File: src/rtl/pc_sequencer.sv
// pc_sequencer: fetch-side controller. Reads the instruction at the current PC,
// presents it to decode on a valid/ready handshake, then steps the PC once
// (short, long, or branch load) before starting the next fetch.
module pc_sequencer #(
    parameter int unsigned n = 4,
    parameter int unsigned w = 8
) (
    input  logic         clk,
    input  logic         clr,
    input  logic [n-1:0] pc_in,
    output logic [1:0]   pc_cntrl,
    output logic [n-1:0] pc_load,
    output logic         mem_req,
    output logic [n-1:0] mem_addr,
    input  logic         mem_ack,
    input  logic [w-1:0] mem_data,
    output logic         instr_valid,
    input  logic         instr_ready,
    output logic [w-1:0] instr_data,
    output logic [n-1:0] instr_addr,
    input  logic         br_valid,
    input  logic [n-1:0] br_target,
    input  logic         halt,
    output logic         busy
);

    typedef enum logic [1:0] {
        IDLE,
        FETCH,
        HOLD,
        ADVANCE
    } state_t;

    // PC control encodings
    localparam logic [1:0] CNTRL_HOLD  = 2'b00;
    localparam logic [1:0] CNTRL_LOAD  = 2'b01;
    localparam logic [1:0] CNTRL_SHORT = 2'b10;
    localparam logic [1:0] CNTRL_LONG  = 2'b11;

    state_t       state_q;
    logic [1:0]   pc_cntrl_q;
    logic [n-1:0] pc_load_q;
    logic         mem_req_q;
    logic         instr_valid_q;
    logic [w-1:0] instr_data_q;
    logic [n-1:0] instr_addr_q;
    logic         busy_q;

    logic [1:0]   step_d;
    logic [n-1:0] load_d;

    // Step decision for the held instruction: a branch wins over the length flag
    always_comb begin
        step_d = CNTRL_SHORT;
        load_d = '0;
        if (br_valid) begin
            step_d = CNTRL_LOAD;
            load_d = br_target;
        end else if (instr_data_q[w-1]) begin
            step_d = CNTRL_LONG;
        end
    end

    // Sequencer FSM; every output is registered alongside the state it belongs to
    always_ff @(posedge clk) begin
        if (!clr) begin
            state_q       <= IDLE;
            pc_cntrl_q    <= CNTRL_HOLD;
            pc_load_q     <= '0;
            mem_req_q     <= 1'b0;
            instr_valid_q <= 1'b0;
            instr_data_q  <= '0;
            instr_addr_q  <= '0;
            busy_q        <= 1'b0;
        end else begin
            case (state_q)
                IDLE: begin
                    if (!halt) begin
                        state_q   <= FETCH;
                        mem_req_q <= 1'b1;
                        busy_q    <= 1'b1;
                    end
                end
                FETCH: begin
                    if (mem_ack) begin
                        state_q       <= HOLD;
                        instr_data_q  <= mem_data;
                        instr_addr_q  <= pc_in;
                        mem_req_q     <= 1'b0;
                        instr_valid_q <= 1'b1;
                    end
                end
                HOLD: begin
                    if (instr_ready) begin
                        state_q       <= ADVANCE;
                        instr_valid_q <= 1'b0;
                        pc_cntrl_q    <= step_d;
                        pc_load_q     <= load_d;
                    end
                end
                ADVANCE: begin
                    pc_cntrl_q <= CNTRL_HOLD;
                    pc_load_q  <= '0;
                    if (halt) begin
                        state_q <= IDLE;
                        busy_q  <= 1'b0;
                    end else begin
                        state_q   <= FETCH;
                        mem_req_q <= 1'b1;
                    end
                end
                default: begin
                    state_q       <= IDLE;
                    pc_cntrl_q    <= CNTRL_HOLD;
                    pc_load_q     <= '0;
                    mem_req_q     <= 1'b0;
                    instr_valid_q <= 1'b0;
                    busy_q        <= 1'b0;
                end
            endcase
        end
    end

    assign pc_cntrl    = pc_cntrl_q;
    assign pc_load     = pc_load_q;
    assign mem_req     = mem_req_q;
    assign mem_addr    = pc_in;
    assign instr_valid = instr_valid_q;
    assign instr_data  = instr_data_q;
    assign instr_addr  = instr_addr_q;
    assign busy        = busy_q;

endmodule

File: config.mk
export PLATFORM = sky130hd
export DESIGN_NAME = pc_sequencer
export DESIGN_NICKNAME = d
export VERILOG_FILES = /design/src/rtl/pc_sequencer.sv
export SDC_FILE = /design/constraint.sdc
export NUM_CORES = 1
export LEC_CHECK = 0
export CAP_MARGIN = 20
export CORE_UTILIZATION = 44
export CTS_BUF_LIST = sky130_fd_sc_hd__clkbuf_4 sky130_fd_sc_hd__clkbuf_8 sky130_fd_sc_hd__clkbuf_16
export CTS_CLUSTER_DIAMETER = 120
export CTS_CLUSTER_SIZE = 14
export DETAILED_ROUTE_END_ITERATION = 12
export PLACE_DENSITY = 0.83
export SETUP_SLACK_MARGIN = 0.15
export SYNTH_ARGS = -nofsm -noshare
export SYNTH_HDL_FRONTEND = slang
export SYNTH_SLANG_ARGS = --single-unit
File: constraint.sdc
create_clock -name clk -period 4.4 [get_ports clk]
set_input_delay 0.44 -clock clk [delete_from_list [all_inputs] [get_ports clk]]
set_output_delay 0.44 -clock clk [all_outputs]
set_load 0.005 [all_outputs]
======== Word-level counts from Yosys, hierarchy flattened ========
Cells that the tools add are included.
W data, S select, Z words.
operators by class
  add/subtract/negate cells ............... 0
  multipliers ............................. 0
  divide/modulo/power cells ............... 0
  order comparisons ....................... 0
  equality and inequality tests ........... 8
  shift operators ......................... 0
  multiplexer cells ....................... 20
  bitwise gates (word level) .............. 0
  reduce and logical (&&, ||, !) cells .... 12
operator list
  operator              number
  $reduce_and A3 Y1     4
  $mux W2               5
  $ne A2 B2 Y1 const B  5
  $mux W4               2
  $pmux W2 S4           1
  $pmux W4 S2           1
  $reduce_bool A2 Y1    4
  $mux W1               7
  $pmux W1 S2           3
  $eq A2 B2 Y1 const B  2
  $pmux W2 S2           1
  $reduce_and A2 Y1     2
  $eq A2 B1 Y1 const B  1
  $logic_not A2 Y1      1
  $reduce_or A2 Y1      1
storage, ports and cells
  bits in registers ....................... 23
  bits in latches ......................... 0
  RAM bits ................................ 0
  memory bits (read-only) ................. 0
  input port bits ......................... 22
  output and inout bits ................... 25
  logic and storage cells ................. 48
  memories ................................ 0

======== Logic depth before layout (Yosys ltp) ========
Gate-level depths: netlist (run 1).
  depth in word-level cells ............... 4
  depth in mapped cells ................... 6

======== Least setup slack after synthesis (run 1) ========
No wires, ideal clock.
  path type ............................... flip-flop to flip-flop
  start ................................... reg state_q[0]
  end ..................................... reg pc_cntrl_q[0] (netlist: pc_cntrl[0])
  arrival ................................. 1.415 ns
  data required time ...................... 4.330 ns
  slack ................................... 2.914 ns
  stages on the path, launching flop included .. 6
  clock period less this slack ............ 1.486 ns
  cells stage by stage .................... dfxtp_1 > inv_1 > ha_1 > mux2i_1 > or3_1 > a21oi_1
between the ends
  longest elaborated chain between the ends .. 3
RTL lines
  item                                                                 RTL line  source
  start, declared                                                      40        state_t state_q;
  start signal, assigned                                               67        state_q <= IDLE;
  start signal, assigned                                               79        state_q <= FETCH;
  start signal, assigned                                               86        state_q <= HOLD;
  $eq A2 B2 Y1                                                         76        case (state_q)
  $ne A2 B2 Y1 (no source line) or $reduce_bool A2 Y1 (tied branches)  -
  $reduce_and A2 Y1 (no source line)                                   -
  end signal, assigned                                                 97        pc_cntrl_q <= step_d;
  end, declared                                                        41        logic [1:0] pc_cntrl_q;
Several ways; a longest one is shown, not always the timed one.
A chain may end at the register's enable or synchronous reset.

======== Worst setup path in the final report (run 1) ========
  start ................................... reg state_q[1]
  end ..................................... reg instr_valid_q (netlist: instr_valid)
between the ends
  longest elaborated chain between the ends .. 3
RTL lines
  item                                                                 RTL line  source
  $eq A2 B2 Y1 or $eq A2 B1 Y1 (tied branches)                         76
  $ne A2 B2 Y1 (no source line) or $reduce_bool A2 Y1 (tied branches)  -
  $reduce_and A3 Y1 (no source line)                                   -
  end signal, assigned                                                 71        instr_valid_q <= 1'b0;
  end signal, assigned                                                 90        instr_valid_q <= 1'b1;
  end signal, assigned                                                 96        instr_valid_q <= 1'b0;
  end, declared                                                        44        logic instr_valid_q;
Several ways; a longest one is shown, not always the timed one.

==> flow_metrics.tcl, run 1 <==
set metrics [dict create \
    yosysMostFrequentCell "nand2_1" \
    crit_fanout 13 \
    drt_iter0_markers 25 \
    drc_errors 0 \
    place_inst 199 \
    grt_usage_pct 22.24 \
    yosys-top-cells-area "dfxtp_1 (43%), nand2_1 (12%), a21oi_1 (10%), ha_1 (8.1%), buf_4 (2.8%)" \
    grtUsageMet1_pct 24.45 \
    hpwl_um 2057 \
    synth_edf_count 0 \
    leakage_nw 0.5587 \
    vdd_drop_max_mv 0.2846 \
    holdPathEnd "instr_addr[0]$_SDFFE_PN0P_" \
    ys_types 25 \
    hold_path_depth 2 \
    r2r-end "instr_valid$_SDFFE_PN0P_" \
    ys_async_sr_fraction_pct 0 \
    grt_max_degree 24 \
    ant_nets 0 \
    status "completed" \
    rsz0062_at_grt "no" \
    clock_sinks 23 \
    initial_core_util_pct 47.67 \
    grt_pass1_vias 1064 \
    post_synth.cell_area_avg_um2 8.081 \
    yosys_register_bits 23 \
    grt_first_pass_wirelength_um 4395 \
    syn-num-nets 162 \
    top_usage_layer "met2" \
    syn_area_mm2 0.001075 \
    final.period_utilization_pct 43.60 \
    vias 1087 \
    cts-resized-gates 0 \
    synthCells 133 \
    path_clk_slew_ns 0.14 \
    synth_common_cells "nand2_1 (34), dfxtp_1 (23), a21oi_1 (22), ha_1 (7)" \
    vias_per_cell 5.355 \
    cts_buffers 3 \
    critical_path_class "reg2reg" \
    hold_violations 0 \
    synth_top_cell_area_share_pct 42.84 \
    fp.dieH_um 51.43 \
    finClkSkew_ns 0.01162 \
    worst_pin_slew_ns 0.6880 \
    rrSetupSlack_ns 2.48 \
    routabilityCongestion 0.8112 \
    cap_violations 0 \
    fmax_ghz 0.5213 \
    use_met3_pct 5.357 \
    ys_seq_area_share_pct 42.84 \
    yosys.area.top_type "dfxtp_1" \
    drt-wirelength-per-cell_um 13.46 \
    dieWidth_um 51.43 \
    cp.arrival_ns 2.12 \
    reg2reg_from "state_q[1]$_SDFFE_PN0P_" \
    insertedDiodeCount 0 \
    rr_worst_depth 5 \
    ys_warn_count 0 \
    antenna_found_initial 0 \
    power_density_mw_per_mm2 454.8 \
    hp-start "instr_addr[0]$_SDFFE_PN0P_" \
    insertion_delay_ns 0.32 \
    wl_um 2733 \
    fin_crit_ns 1.918 \
    core-area_mm2 0.002255 \
    overflow 0 \
    layout-drive-gt1-share_pct 2.857 \
    cts_setup_buffers 0 \
    hold_path.class "reg2reg" \
    area_growth_pct 44.70 \
    cp-end-kind "flip-flop" \
    num_rows 17 \
    ioPinCount 47 \
    portBuffers 46 \
    synthFlopType "dfxtp_1" \
    cp-start-kind "flip-flop" \
    layout.nets 205 \
    tns_ns 0 \
    cts_tree "yes" \
    instances_no_fill 203 \
    critical_path.startpoint "state_q[1]$_SDFFE_PN0P_" \
    maxSlewViolCount 0 \
    crit_required_ns 4.60 \
    first_pass_iters 4 \
    setup_viol 0 \
    cts_hold_buf 0 \
    die_area_mm2 0.002645 \
    slew_headroom_pct 54.08 \
    clk_path_buf_depth 2 \
    use_met2_pct 39.61 \
    h-tree-depth 1 \
    cts_root_buf "clkbuf_4" \
]
## state kept, by name, summed over array words and instances (netlist names)
name and count:
pc_cntrl 2, pc_load 4, instr_data 8, busy 1
instr_addr 4, mem_req 1, state_q 2, instr_valid 1
## cells by family (layout without fill, tap and decap cells)
family	count (synthesis)	after routing	share of synthesized area (%)
and+or+nand+nor	57	57	24.56
DFF	23	23	42.84
AOI/OAI and AO/OA	31	31	16.53
adders and majority gates	7	7	8.149
muxes	2	2	1.979
buffers and inverters	13	55	5.937
## cell type report
type                       instances  area [um^2]
clock buffer                       3        22.52
clock inverter                     1        7.507
fill                             197        699.4
inverter                           5        18.77
multi-input combinational         97        550.5
sequential                        23        460.4
tap                               28        35.03
timing repair buffer              46        460.4
## through the flow
step	setup slack [ns]	hold WS [ns]	util [%]	cell area, um^2	total power [mW]
6_report	2.482	0.4658	68.98	1555	0.7073
5_1_grt	2.281	0.4887	68.98	1555	0.7623
4_1_cts	2.494	0.4678	68.98	1555	0.7073
3_5_place_dp	2.415	0.4485	67.65	1525	0.6059
3_3_place_gp	2.546	0.4376	67.65	1525	0.5855
2_1_floorplan	2.914	0.4482	-	1075	0.4720
## worst max-delay path by stage
stage / endpoint / slack [ns]
6_report: instr_valid$_SDFFE_PN0P_ / 2.48
4_1_cts: instr_valid$_SDFFE_PN0P_ / 2.49
3_5_place_dp: instr_valid$_SDFFE_PN0P_ / 2.42
3_3_place_gp: instr_valid$_SDFFE_PN0P_ / 2.55
2_1_floorplan: pc_cntrl[0]$_SDFFE_PN0P_ / 2.91
5_1_grt: instr_valid$_SDFFE_PN0P_ / 2.28
## placed cells by master, fill, tap and decap left out, drive strengths merged
master / synthesis / final
a2111oi: 1 / 1
mux2i: 1 / 1
o21ai: 2 / 2
a211oi: 2 / 2
clkbuf: 4 / 3
nor2: 1 / 1
a221oi: 2 / 2
nor2b: 4 / 4
dfxtp: 23 / 23
nor4bb: 1 / 1
clkinvlp: 0 / 1
nand3: 5 / 5
mux2: 1 / 1
or3: 2 / 2
and3: 1 / 1
nor3: 2 / 2
nand2: 34 / 34
o2111ai: 1 / 1
o31ai: 1 / 1
ha: 7 / 7
nand2b: 3 / 3
inv: 5 / 5
nand4: 1 / 1
and2: 3 / 3
clkdlybuf4s50: 0 / 46
a21oi: 22 / 22
## power by group
part	total [mW]	switching, mW	internal (mW)
Sequential	0.287	0.0360	0.251
Clock	0.102	0.0675	0.0347
Combinational	0.318	0.160	0.158
## worst max-delay path: stages (launching register included)
cell and delay [ns]:
dfxtp_1 0.50, inv_1 0.13, ha_1 0.25, and2_1 0.29
and3_1 0.23, a2111oi_0 0.41
## routing by layer
layer | share of wire (%) | wire length, um
met4 | 1.4 | 38
met3 | 5.2 | 143
met2 | 53 | 1450
met5 | 0 | 0
met1 | 40 | 1100
Note: power is estimated with default switching activity, not from simulation.
==> inputs of run 2 (changes only) <==
- CORE_UTILIZATION: 44 -> 37
- PLACE_DENSITY: 0.83 -> 0.75
- clock period: 4.4 -> 1.7 ns (I/O delays scaled with it)
==> run 2 against run 1 <==
Against the previous run: non-clock buffer count up 4; power rose to 2.7 times the previous value; final cell count up 3.4%; final area is 5.1% higher; hold slack got worse by 0.083 ns; core utilization shrank 9.7 points; clock-buffer cell count unchanged; combinational power grew to 2.9 times the previous value; sequential power rose to 2.6 times the previous value; clock power increased by 150%; largest cell class unchanged.
==> flow_metrics.tcl, run 2 (synthesis results as in run 1) <==
set metrics [dict create \
    overflow 0 \
    cp-end-kind "flip-flop" \
    num_rows 19 \
    clock_sinks 23 \
    wl_um 2580 \
    vdd_drop_max_mv 0.8928 \
    layout_common_cells "clkdlybuf4s50_1 (46), nand2_1 (34), a21oi_1 (22)" \
    first_pass_iters 4 \
    rr_worst_depth 5 \
    ioPinCount 47 \
    critical_path_class "reg2reg" \
    cts_tree "yes" \
    fmax_ghz 0.6720 \
    hold_violations 0 \
    antenna_found_initial 0 \
    power_density_mw_per_mm2 1173 \
    status "completed" \
    cp.arrival_ns 1.73 \
    finClkSkew_ns 0.009225 \
    core-area_mm2 0.002758 \
    grt_max_degree 14 \
    seqCellArea_um2 465.4 \
    crit_fanout 8 \
    slew_headroom_pct 71.05 \
    leakage_nw 0.5908 \
    grt_first_pass_wirelength_um 4374 \
    holdPathEnd "instr_data[2]$_SDFFE_PN0P_" \
    h-tree-depth 1 \
    area_growth_pct 52.15 \
    hold_path_depth 3 \
    tns_ns 0 \
    cts_root_buf "clkbuf_4" \
    hold_path.class "in2reg" \
    largest_reg_flops 8 \
    cp-start-kind "flip-flop" \
    drt_iter0_markers 11 \
    final.period_utilization_pct 87.53 \
    path_clk_slew_ns 0.13 \
    final_common_cell "clkdlybuf4s50_1" \
    setup_viol 0 \
    ant_nets 0 \
    reg2reg_from "state_q[1]$_SDFFE_PN0P_" \
    fillers 260 \
    layout.nets 209 \
    fp.dieH_um 55.90 \
    vias_per_cell 5.005 \
    drc_errors 0 \
    rrSetupSlack_ns 0.21 \
    grt_usage_pct 17.44 \
    cts_hold_buf 0 \
    insertion_delay_ns 0.31 \
    hp-start "mem_data[2]" \
    cts_buffers 3 \
    vias 1051 \
    multi_input_area_um2 581.8 \
    hpwl_um 1917 \
    cap_violations 0 \
    clk_path_buf_depth 2 \
    layout-drive-gt1-share_pct 8.380 \
    die_area_mm2 0.003124 \
    critical_path.startpoint "state_q[1]$_SDFFE_PN0P_" \
    fin_area_mm2 0.001635 \
    crit_required_ns 1.94 \
    portBuffers 46 \
    routabilityCongestion 0.8610 \
    initial_core_util_pct 38.97 \
    fin_crit_ns 1.488 \
    rsz0062_at_grt "no" \
    insertedDiodeCount 0 \
    drt-wirelength-per-cell_um 12.29 \
    maxSlewViolCount 0 \
    postPlaceCellArea_mm2 0.001564 \
    grt_pass1_vias 1034 \
    r2r-end "pc_cntrl[0]$_SDFFE_PN0P_" \
    dieWidth_um 55.90 \
    worst_pin_slew_ns 0.4338 \
]
## run 2: worst max-delay path by stage
| stage | endpoint | slack (ns) | cells past startpoint |
|---|---|---|---|
| after global placement | pc_cntrl[0]$_SDFFE_PN0P_ | 0.07 | 5 |
| after global routing | instr_valid$_SDFFE_PN0P_ | 0.13 | 5 |
| after CTS | pc_cntrl[0]$_SDFFE_PN0P_ | 0.13 | 5 |
| after detailed placement | pc_cntrl[0]$_SDFFE_PN0P_ | 0.01 | 5 |
| after floorplan | pc_cntrl[0]$_SDFFE_PN0P_ | 0.21 | 5 |
| final | pc_cntrl[0]$_SDFFE_PN0P_ | 0.21 | 5 |
## run 2: per-stage QoR
| stage | hold slack [ns] | worst slack, ns | util, % | power [mW] | cells |
|---|---|---|---|---|---|
| after detailed placement | 0.4465 | 0.01496 | 56.72 | 1.578 | 205 |
| after CTS | 0.3777 | 0.1289 | 57.99 | 1.849 | 209 |
| after global routing | 0.3845 | 0.1328 | 59.30 | 2.078 | 210 |
| after floorplan | 0.3060 | 0.2143 | - | 1.222 | 133 |
| final | 0.3831 | 0.2120 | 59.30 | 1.918 | 210 |
| after global placement | 0.4404 | 0.07472 | 56.72 | 1.553 | 205 |
## run 2: power by group
group          internal, mW  switching [mW]  total (mW)
sequential            0.659          0.0778       0.737
clock                0.0878           0.164       0.252
combinational         0.481           0.449       0.929
## run 2: critical path, stage by stage (launching register included)
cell	delay, ns
dfxtp_4	0.38
buf_4	0.15
ha_4	0.18
mux2i_4	0.21
or3_1	0.36
a21oi_1	0.13
## run 2: cell type report
cell class                      count  share of cell area (%)
Sequential cell                    23                   28.46
Multi-Input combinational cell     97                   35.58
Tap cell                           31                   2.372
Clock buffer                        3                   1.377
Timing Repair Buffer               50                   30.76
Inverter                            5                   1.148
Clock inverter                      1                  0.3060
## run 2: repair_timing
item | CTS | global route
buffers inserted | 0 | 1
endpoints found under the setup margin | 7 | 8
gates resized for setup | 3 | 7
## run 2: per-layer routing
| layer | global-route usage (%) | wire (um) | vias to the layer above |
|---|---|---|---|
| li1 | - | - | 544 |
| met1 | 21.59 | 1137 | 474 |
| met2 | 27.71 | 1240 | 31 |
| met3 | 5.581 | 179 | 2 |
| met4 | 8.014 | 23 | 0 |
| met5 | 0 | 0 | - |
